### config.mk
export PLATFORM = sky130hd
export DESIGN_NAME = mdu_iter
export DESIGN_NICKNAME = d
export VERILOG_FILES = /design/src/rtl/mdu_iter.sv
export SDC_FILE = /design/constraint.sdc
export NUM_CORES = 1
export LEC_CHECK = 0
export CAP_MARGIN = 15
export CORE_UTILIZATION = 45
export CTS_BUF_LIST = sky130_fd_sc_hd__clkbuf_4
export DETAILED_ROUTE_END_ITERATION = 8
export GPL_TIMING_DRIVEN = 1
export MAX_ROUTING_LAYER = met4
export PLACE_DENSITY = 0.66
export SYNTH_ARGS = -nofsm -noshare
export SYNTH_HDL_FRONTEND = slang
export SYNTH_SLANG_ARGS = --single-unit
### constraint.sdc
create_clock -name clk -period 9.6 [get_ports clk]
set_input_delay 1.92 -clock clk [delete_from_list [all_inputs] [get_ports clk]]
set_output_delay 1.92 -clock clk [all_outputs]
set_load 0.02 [all_outputs]
### src/rtl/mdu_iter.sv
// Iterative multiply/divide unit holding the architectural HI/LO registers.
// One radix-2 step per clock: 32 CALC cycles plus one FIX cycle per operation.
module mdu_iter #(
  parameter int WIDTH = 32,
  parameter int CNT_W = 5
) (
  input  logic             clk,
  input  logic             rst_n,
  input  logic             start_i,
  input  logic [1:0]       op_i,
  input  logic [WIDTH-1:0] a_i,
  input  logic [WIDTH-1:0] b_i,
  input  logic             hi_we_i,
  input  logic             lo_we_i,
  input  logic [WIDTH-1:0] wd_i,
  output logic             busy_o,
  output logic             done_o,
  output logic [WIDTH-1:0] hi_o,
  output logic [WIDTH-1:0] lo_o
);

  typedef enum logic [1:0] {IDLE, CALC, FIX} state_t;

  state_t             state_q;
  logic [CNT_W-1:0]   cnt_q;
  logic [2*WIDTH-1:0] acc_q;
  logic [WIDTH-1:0]   opnd_q;
  logic               isDiv_q, negQ_q, negR_q, divZero_q;
  logic [WIDTH-1:0]   hi_q, lo_q;
  logic               busy_q, done_q;

  logic               signedOp, aNeg, bNeg;
  logic [WIDTH-1:0]   aMag, bMag;
  logic [WIDTH:0]     mulSum, divShift;
  logic [WIDTH+1:0]   divDiff;
  logic [2*WIDTH-1:0] step_d, prodFix;
  logic [WIDTH-1:0]   quo, rem, hi_d, lo_d;

  always_comb begin
    signedOp = ~op_i[0];
    aNeg     = signedOp & a_i[WIDTH-1];
    bNeg     = signedOp & b_i[WIDTH-1];
    aMag     = aNeg ? -a_i : a_i;
    bMag     = bNeg ? -b_i : b_i;
  end

  // acc_q holds {partial product upper, multiplier} or {remainder, dividend/quotient}
  always_comb begin
    mulSum   = {1'b0, acc_q[2*WIDTH-1:WIDTH]} + (acc_q[0] ? {1'b0, opnd_q} : '0);
    divShift = {acc_q[2*WIDTH-1:WIDTH], acc_q[WIDTH-1]};
    divDiff  = {1'b0, divShift} - {2'b00, opnd_q};
    step_d   = {mulSum, acc_q[WIDTH-1:1]};
    if (isDiv_q) begin
      if (divDiff[WIDTH+1])
        step_d = {divShift[WIDTH-1:0], acc_q[WIDTH-2:0], 1'b0};
      else
        step_d = {divDiff[WIDTH-1:0], acc_q[WIDTH-2:0], 1'b1};
    end
  end

  always_comb begin
    prodFix = negQ_q ? -acc_q : acc_q;
    quo     = acc_q[WIDTH-1:0];
    rem     = acc_q[2*WIDTH-1:WIDTH];
    hi_d    = prodFix[2*WIDTH-1:WIDTH];
    lo_d    = prodFix[WIDTH-1:0];
    if (isDiv_q) begin
      // A zero divisor leaves the dividend as remainder; re-signing restores a_i
      hi_d = negR_q ? -rem : rem;
      lo_d = divZero_q ? '1 : (negQ_q ? -quo : quo);
    end
  end

  always_ff @(posedge clk or negedge rst_n) begin
    if (!rst_n) begin
      state_q   <= IDLE;
      cnt_q     <= '0;
      acc_q     <= '0;
      opnd_q    <= '0;
      isDiv_q   <= 1'b0;
      negQ_q    <= 1'b0;
      negR_q    <= 1'b0;
      divZero_q <= 1'b0;
      hi_q      <= '0;
      lo_q      <= '0;
      busy_q    <= 1'b0;
      done_q    <= 1'b0;
    end else begin
      done_q <= 1'b0;
      case (state_q)
        IDLE: begin
          if (hi_we_i) hi_q <= wd_i;
          if (lo_we_i) lo_q <= wd_i;
          if (start_i) begin
            isDiv_q   <= op_i[1];
            negQ_q    <= aNeg ^ bNeg;
            negR_q    <= aNeg;
            divZero_q <= (b_i == '0);
            acc_q     <= op_i[1] ? {{WIDTH{1'b0}}, aMag} : {{WIDTH{1'b0}}, bMag};
            opnd_q    <= op_i[1] ? bMag : aMag;
            cnt_q     <= '0;
            busy_q    <= 1'b1;
            state_q   <= CALC;
          end
        end
        CALC: begin
          acc_q <= step_d;
          cnt_q <= cnt_q + 1'b1;
          if (cnt_q == {CNT_W{1'b1}}) state_q <= FIX;
        end
        FIX: begin
          hi_q    <= hi_d;
          lo_q    <= lo_d;
          done_q  <= 1'b1;
          busy_q  <= 1'b0;
          state_q <= IDLE;
        end
        default: state_q <= IDLE;
      endcase
    end
  end

  assign busy_o = busy_q;
  assign done_o = done_q;
  assign hi_o   = hi_q;
  assign lo_o   = lo_q;

endmodule
# Yosys cells after proc, flatten, opt, wreduce, memory -nomap -nowiden
# Index checks and enable logic that the tools add are counted.
dict set report classes {
  addsub 8
  mul 0
  n_div 0
  order_cmp 0
  n_eq_ne 7
  shifts 0
  n_mux 27
  bitwise 4
  reduce_logical 10
}
# operator n
set op_table {}
lappend op_table {{$mux 32} 12}
lappend op_table {{$mux 64} 4}
lappend op_table {{$neg 32->32} 4}
lappend op_table {{$pmux 32 s2} 2}
lappend op_table {{$pmux 64 s2} 1}
lappend op_table {{$neg 64->64} 1}
lappend op_table {{$sub 33x32->34} 1}
lappend op_table {{$add 32x32->33} 1}
lappend op_table {{$logic_not 32->1} 1}
lappend op_table {{$reduce_and 2->1} 6}
lappend op_table {{$pmux 5 s2} 1}
lappend op_table {{$ne 2x2->1 const B} 4}
lappend op_table {{$add 5x1->5 const B} 1}
lappend op_table {{$eq 5x5->1 const B} 1}
lappend op_table {{$mux 5} 1}
lappend op_table {{$mux 2} 2}
lappend op_table {{$pmux 2 s2} 1}
lappend op_table {{$reduce_bool 2->1} 2}
lappend op_table {{$and 1x1->1} 2}
lappend op_table {{$eq 2x1->1 const B} 1}
lappend op_table {{$eq 2x2->1 const B} 1}
lappend op_table {{$logic_not 2->1} 1}
lappend op_table {{$mux 1} 2}
lappend op_table {{$pmux 1 s2} 1}
lappend op_table {{other kinds (2)} 2}
dict set report word_totals {
  reg_bits 173
  latch_bits 0
  ram_bits 0
  mem_bits_ro 0
  inputBits 103
  out_inout_bits 66
  n_memories 0
}

# Depth between registers and ports, before layout
# Gate-level depths: netlist of run 1.
dict set report depth {
  depth_word 6
  ltp_mapped 14
}

# Worst setup path before layout of run 1
# OpenSTA, ideal clock, no wires.
dict set report synth_timing {
  path_kind {input-to-reg}
  startpoint {in b_i[13]}
  endpoint {reg acc_q[24]}
  setup_time_ns 0.087
  arrival_ns 4.074
  t_required_ns 9.513
  setup_slack_ns 5.439
  stages 9
  path_cell_list {or4_4 or3_1 or3_1 buf_6 o41ai_4 xnor2_1 nor2_1 a211o_1 a22oi_1}
}
dict set report synth_via {
  elab_chain_len 5
}
# item line_no
set synth_lines {}
lappend synth_lines {{start: declaration} 12} ;# input logic [WIDTH-1:0] b_i,
lappend synth_lines {{$neg 32->32} 44} ;# bMag = bNeg ? -b_i : b_i;
lappend synth_lines {{$mux 32} 44}
lappend synth_lines {{$mux 32} 99} ;# acc_q <= op_i[1] ? {{WIDTH{1'b0}}, aMag} : {{WIDTH{1'b0}}, bMag};
lappend synth_lines {{$mux 64} 94} ;# if (start_i) begin
lappend synth_lines {{$pmux 64 s2} 90} ;# case (state_q)
lappend synth_lines {{end signal: assignment} 99}
lappend synth_lines {{end signal: assignment} 107} ;# acc_q <= step_d;
lappend synth_lines {{end: declaration} 26} ;# logic [2*WIDTH-1:0] acc_q;
# Every way passes these cells. The select of a mux whose other input is x is not followed.
# A chain may end at the register's enable or synchronous reset.

# Final worst setup path of run 1
dict set report layout_timing {
  startpoint {reg acc_q[50]}
  endpoint {reg acc_q[56]}
}
dict set report layout_via {
  elab_chain_len 4
  word_cells_on_any_way 5
  cone_classes {add/sub: 2; mux: 3}
}
# item line_no
set layout_lines {}
lappend layout_lines {{$sub 33x32->34} 51} ;# divDiff = {1'b0, divShift} - {2'b00, opnd_q};
lappend layout_lines {{$mux 64} 54} ;# if (divDiff[WIDTH+1])
lappend layout_lines {{$mux 64 (*)} 53} ;# if (isDiv_q) begin
lappend layout_lines {{$pmux 64 s2 (*)} 90}
# Mark *: on every way between the ends. The rest lies on a longest branch, timed or not.

==> results of run 1 <==
registers in the layout, summed over array words and instances, names as in the netlist:
signal and cells:
lo_o 32, negQ_q 1, isDiv_q 1, busy_o 1, hi_o 32, divZero_q 1
opnd_q 32, state_q 2, done_o 1, acc_q 64, cnt_q 5, negR_q 1
layout by cell type (no fill, tap or decap), types with 6 or more instances in the layout:
cell | netlist | routed
or2_2 | 7 | 7
a22oi_1 | 27 | 27
clkbuf_4 | 1 | 18
nand2b_1 | 16 | 16
clkdlybuf4s50_1 | 0 | 166
nor2_1 | 165 | 162
a21o_1 | 44 | 44
o22ai_1 | 33 | 33
o221ai_1 | 6 | 6
and3_1 | 20 | 20
o21a_1 | 9 | 9
a211oi_1 | 55 | 55
a221o_1 | 6 | 6
or3_1 | 23 | 23
xnor2_1 | 111 | 111
o31ai_1 | 22 | 22
dfrtp_1 | 173 | 172
or4_1 | 13 | 13
nand3_1 | 32 | 32
nand2_1 | 178 | 178
o21ai_0 | 175 | 174
buf_4 | 2 | 22
o21ai_1 | 25 | 25
a31oi_1 | 25 | 25
nor3_1 | 30 | 30
a21oi_1 | 172 | 172
o41ai_1 | 14 | 14
o211ai_1 | 26 | 26
and2_1 | 7 | 7
xor2_1 | 59 | 59
mux2i_1 | 51 | 51
nand4_1 | 7 | 7
o21bai_1 | 8 | 8
ha_1 | 70 | 70
nor4_1 | 10 | 10
inv_1 | 62 | 62
nor2b_1 | 15 | 14
worst paths after layout:
| kind | from | end | slack (ns) |
|---|---|---|---|
| setup / recovery | acc_q[50]$_DFFE_PN0P_ | acc_q[56]$_DFFE_PN0P_ | 5.13 |
| hold / removal | lo_o[22]$_DFFE_PN0P_ | lo_o[22]$_DFFE_PN0P_ | 0.50 |
| setup reg to reg | acc_q[50]$_DFFE_PN0P_ | acc_q[56]$_DFFE_PN0P_ | 5.13 |
| hold reg to reg | lo_o[22]$_DFFE_PN0P_ | lo_o[22]$_DFFE_PN0P_ | 0.50 |
| max in group asynchronous | rst_n | isDiv_q$_DFFE_PN0P_ | 7.03 |
| min in group asynchronous | rst_n | hi_o[28]$_DFFE_PN0P_ | 1.21 |
per-layer routing:
metal  global-route usage  vias to the layer above  routed length, um
met1                0.469                     7099              25200
met4                0.114                        0               1850
met5                    -                        -                  0
li1                     -                     7115                  -
met3               0.0443                       85               3860
met2                0.498                      653              24300
power breakdown:
| part | total [mW] | internal [mW] | switching (mW) |
|---|---|---|---|
| registers | 1.62 | 1.09 | 0.537 |
| clock network | 0.457 | 0.141 | 0.315 |
| logic | 4.70 | 1.93 | 2.77 |
cell type report:
cell class	count	area, sq um
diodes	1	2.50
clock buffers	18	135
clock inverters	14	154
fillers	3199	15400
inverters	64	240
multi-input cells	1538	9970
flip-flops and latches	173	4330
well taps	442	553
repair buffers	190	1840
stage by stage:
step / setup WS (ns) / hold slack, ns / cell area (sq um) / utilization
4_1_cts: 5.23 / 0.506 / 17200 / 0.528
2_1_floorplan: 5.44 / 0.449 / 15000 / -
5_1_grt: 5.01 / 0.522 / 17200 / 0.528
3_5_place_dp: 4.69 / 0.471 / 16900 / 0.519
6_report: 5.13 / 0.503 / 17200 / 0.528
3_3_place_gp: 4.72 / 0.461 / 16900 / 0.519
cell families after synthesis:
| family | after synthesis |
|---|---|
| AO/OA/AOI/OAI | 689 |
| AND/OR/NAND/NOR | 555 |
| buffers and inverters | 178 |
| flip-flops | 173 |
| XOR/XNOR | 170 |
| adder cells (fa/ha/maj) | 72 |
| multiplexers | 52 |
worst register-to-register path, cell delays in order (launching register included):
cell	delay (ns)
dfrtp_1	0.61
ha_1	0.52
and3_1	0.26
and2_1	0.17
nand3_1	0.15
a211oi_1	0.81
nor4_4	0.17
nor2_2	0.44
buf_4	0.46
mux2i_1	0.39
nor2_1	0.08
a211o_1	0.30
==> results.cfg, run 1 <==
[sta]
fin_crit_ns = 4.47
tightest_slew_ns = 1.07
fin_crit_sh = 0.465
drv_slew = 0
clock_skew_ns = 0.0291
rsz0062_at_grt = no
finalSetupViolations = 0
relSlewSlack = 0.286
tns_ns = 0
hold_viol = 0
max_freq_mhz = 224

[floorplan]
num_rows = 66
dieHeight_um = 184
ios = 169
die_area_sq_mm = 0.0340
core_sq_mm = 0.0326
start_util = 0.459
dieWidth_um = 184

[run]
maxCapViolCount = 0

[logic_synthesis]
synth_top_family_by_area = compound AO/OA/AOI/OAI gates
seq_area_frac_synth = 0.289
synthXorXnorAreaFrac = 0.0995
yosys.area.top_type_share = 0.289
synth_edf_count = 0
synthMuxAreaShare = 0.0351
yosysUniqueCellTypes = 77
syn_nets = 2064
synth-seq-cells = 173
synthCells = 1889
synthTopCellsByCount = 178 x nand2_1, 175 x o21ai_0, 173 x dfrtp_1
synthFlopType = dfrtp_1
synth_simple_gate_area_frac = 0.180
async_reset_ff_frac = 1.00
yosys_warnings = 0
synth.area.top_cells = dfrtp_1 29%, xnor2_1 6.5%, ha_1 5.9%
synth_adder_area_share = 0.0612
syn_area_sq_mm = 0.0150
syn_avg_cell_area_sq_um = 7.92
yosys.area.top_type = dfrtp_1
synthMostInstantiatedCell = nand2_1
synth_compound_area_frac = 0.289

[critical_path]
worst-path-stages = 11
worstPathCellList = ha_1 > and3_1 > and2_1 > nand3_1 > a211oi_1 > nor4_4 > nor2_2 > buf_4 > mux2i_1 > nor2_1 > a211o_1
worstSetupStartpointType = flop
cp_slowest_cell = a211oi_1
required_ns = 10.09
crit_path_end_kind = flop
crit_type = flop to flop
max_stage_delay_ns = 0.81
cpLargestDelayFamily = simple AND/OR/NAND/NOR gates
worstPathArrival_ns = 4.96
path_buf_inv = 1
path_max_fanout = 28
r2r_cells = 11

[cells_and_area]
final_cells = 2440
syn2layout_area_growth_pct = 15.2
num-nets-final = 2159
layout-drive-gt1-share = 0.0471

[clock_network]
post_cts_buffers = 0
root_buffer = clkbuf_4
cts_resized = 0
htreeDepth = 4
clock_latency_ns = 0.61
tritoncts = done
cts_buffers = 17
cts_hold_buf = 0
cts.sinks = 173
cts_max_path_buffers = 2
clkTransAtPathRegs_ns = 0.18

[grt]
grt_pass1_vias = 13900
grt_max_degree = 95
grt_antenna_before_repair = 1
grt_overflow = 0
grt_pass1_wl_um = 84100
grt_usage = 0.336

[routing]
vias_per_cell = 6.13
drc_errors = 0
final_antenna_net_count = 0
drt_iter0_drc = 1470
wl_per_cell_um = 22.6
dr.pass1.iters = 6
drt-total-wl_um = 55200
vias = 15000

[power_and_ir_drop]
ir_worst_vdd_v = 0.000207
powerDensity_mw_per_mm2 = 393
total_power_mw = 6.78
p_leak_nw = 7.04

[placement]
gp_congestion = 1.00
port_buffers = 168
numPlacedInstances = 2407
post-dp-hpwl_um = 42400

[min_path]
holdPathStages = 2
min_path_type = flop to flop

[status]
status = finished clean
Note: power is estimated with default switching activity, not from simulation.
==> run 2, diff against run 1 <==
==> constraint.sdc (replaced) <==
create_clock -name clk -period 4.4 [get_ports clk]
set_input_delay 0.88 -clock clk [delete_from_list [all_inputs] [get_ports clk]]
set_output_delay 0.88 -clock clk [all_outputs]
set_load 0.02 [all_outputs]
==> results.cfg, run 2 (same netlist as run 1, synthesis figures left out) <==
[sta]
clock_skew_ns = 0.0311
relSlewSlack = 0.246
fin_crit_sh = 0.842
fin_crit_ns = 3.71
tns_ns = 0
tightest_slew_ns = 1.13
max_freq_mhz = 270
drv_slew = 0
hold_viol = 0
finalSetupViolations = 0
rsz0062_at_grt = no

[clock_network]
htreeDepth = 4
post_cts_buffers = 0
cts.sinks = 173
clock_latency_ns = 0.63
tritoncts = done
root_buffer = clkbuf_4
cts_resized = 0
clkTransAtPathRegs_ns = 0.16
cts_hold_buf = 0
cts_buffers = 17
cts_max_path_buffers = 2

[run]
maxCapViolCount = 0

[grt]
grt_antenna_before_repair = 1
grt_max_degree = 96
grt_overflow = 0
grt_pass1_vias = 14100
grt_pass1_wl_um = 81200
grt_usage = 0.323

[critical_path]
required_ns = 4.92
crit_path_end_kind = flop
worstSetupStartpointType = flop
path_max_fanout = 3
worstPathArrival_ns = 4.23
crit_type = flop to flop

[floorplan]
dieWidth_um = 184
start_util = 0.459
core_sq_mm = 0.0326
num_rows = 66
die_area_sq_mm = 0.0340
ios = 169
dieHeight_um = 184

[routing]
drt-total-wl_um = 53600
drt_iter0_drc = 1665
vias = 15200
dr.pass1.iters = 6
vias_per_cell = 6.16
drc_errors = 0
wl_per_cell_um = 21.7
final_antenna_net_count = 0

[cells_and_area]
layout-drive-gt1-share = 0.0607
num-nets-final = 2190
syn2layout_area_growth_pct = 16.9
multi_input_area_sq_mm = 0.00997
registers.top_by_ff_count = acc_q
fillers = 3137
seq_area_sq_mm = 0.00433
final_common_cell = nand2_1
largest_reg_flops = 64
final_cell_mix = 178 x nand2_1, 174 x o21ai_0, 172 x a21oi_1, 172 x dfrtp_1, 166 x clkdlybuf4s50_1

[power_and_ir_drop]
ir_worst_vdd_v = 0.000377
powerDensity_mw_per_mm2 = 852
total_power_mw = 14.9
p_leak_nw = 7.22

[placement]
port_buffers = 168
post-dp-hpwl_um = 41300
gp_congestion = 0.982

[status]
status = finished clean

[min_path]
min_path_type = primary input to async pin
[run 2: changes by cell type in the layout (fill, tap and decap cells not counted), moves of 2 or more]
cell | before | now
clkinvlp_4 | 3 | 0
clkinv_4 | 1 | 3
buf_4 | 22 | 51
buf_12 | 0 | 2
inv_8 | 1 | 4
inv_6 | 5 | 2
[run 2: cell type report]
class                   count  area share
multi-input cells        1538       0.570
clock inverters            14     0.00916
clock buffers              17     0.00730
well taps                 442      0.0316
inverters                  64      0.0137
flip-flops and latches    173       0.248
diodes                      1    0.000143
repair buffers            221       0.120
[run 2: metrics by stage]
step / setup WS [ns] / hold slack, ns / utilization / instances / instance area (sq um)
final: 0.695 / 0.323 / 0.536 / 2470 / 17500
after global routing: 0.414 / 0.353 / 0.536 / 2470 / 17500
after CTS: 0.748 / 0.327 / 0.536 / 2468 / 17500
after detailed placement: 0.564 / 0.466 / 0.527 / 2437 / 17200
after global placement: 0.593 / 0.463 / 0.527 / 2437 / 17200
after floorplan: 1.28 / 0.449 / - / 1889 / 15000
[run 2: critical path, cell delays in order (launching register included)]
cell	delay [ns]
dfrtp_1	0.43
inv_1	0.06
ha_1	0.16
inv_1	0.06
fa_1	0.40
a21o_1	0.22
a221oi_1	0.53
o21ai_0	0.33
a31o_2	0.36
a21oi_1	0.36
a21oi_1	0.15
xnor2_1	0.18
a21oi_1	0.10
a221o_1	0.28
[run 2: layer usage]
layer,global-route usage,share of wire,up-vias
met1,0.443,0.44,7195
met3,0.0431,0.083,95
li1,-,-,7173
met5,-,0,-
met2,0.480,0.44,750
met4,0.132,0.038,0
[run 2: path summary, 6_finish.rpt]
path | startpoint | slack [ns] | end | cells past startpoint
max | acc_q[31]$_DFFE_PN0P_ | 0.69 | acc_q[60]$_DFFE_PN0P_ | 13
min | rst_n | 0.32 | done_o$_DFF_PN0_ | 1
max reg2reg | acc_q[31]$_DFFE_PN0P_ | 0.69 | acc_q[60]$_DFFE_PN0P_ | 13
min reg2reg | opnd_q[27]$_DFFE_PN0P_ | 0.50 | opnd_q[27]$_DFFE_PN0P_ | 1
max in group asynchronous | rst_n | 3.21 | opnd_q[30]$_DFFE_PN0P_ | 2
min in group clk | opnd_q[27]$_DFFE_PN0P_ | 0.50 | opnd_q[27]$_DFFE_PN0P_ | 1
[run 2: report_power, final]
| part | internal, mW | total (mW) | switching (mW) |
|---|---|---|---|
| clock | 0.305 | 1.00 | 0.699 |
| combinational | 4.36 | 10.6 | 6.22 |
| sequential | 2.37 | 3.30 | 0.930 |
| total | 7.04 | 14.9 | 7.85 |
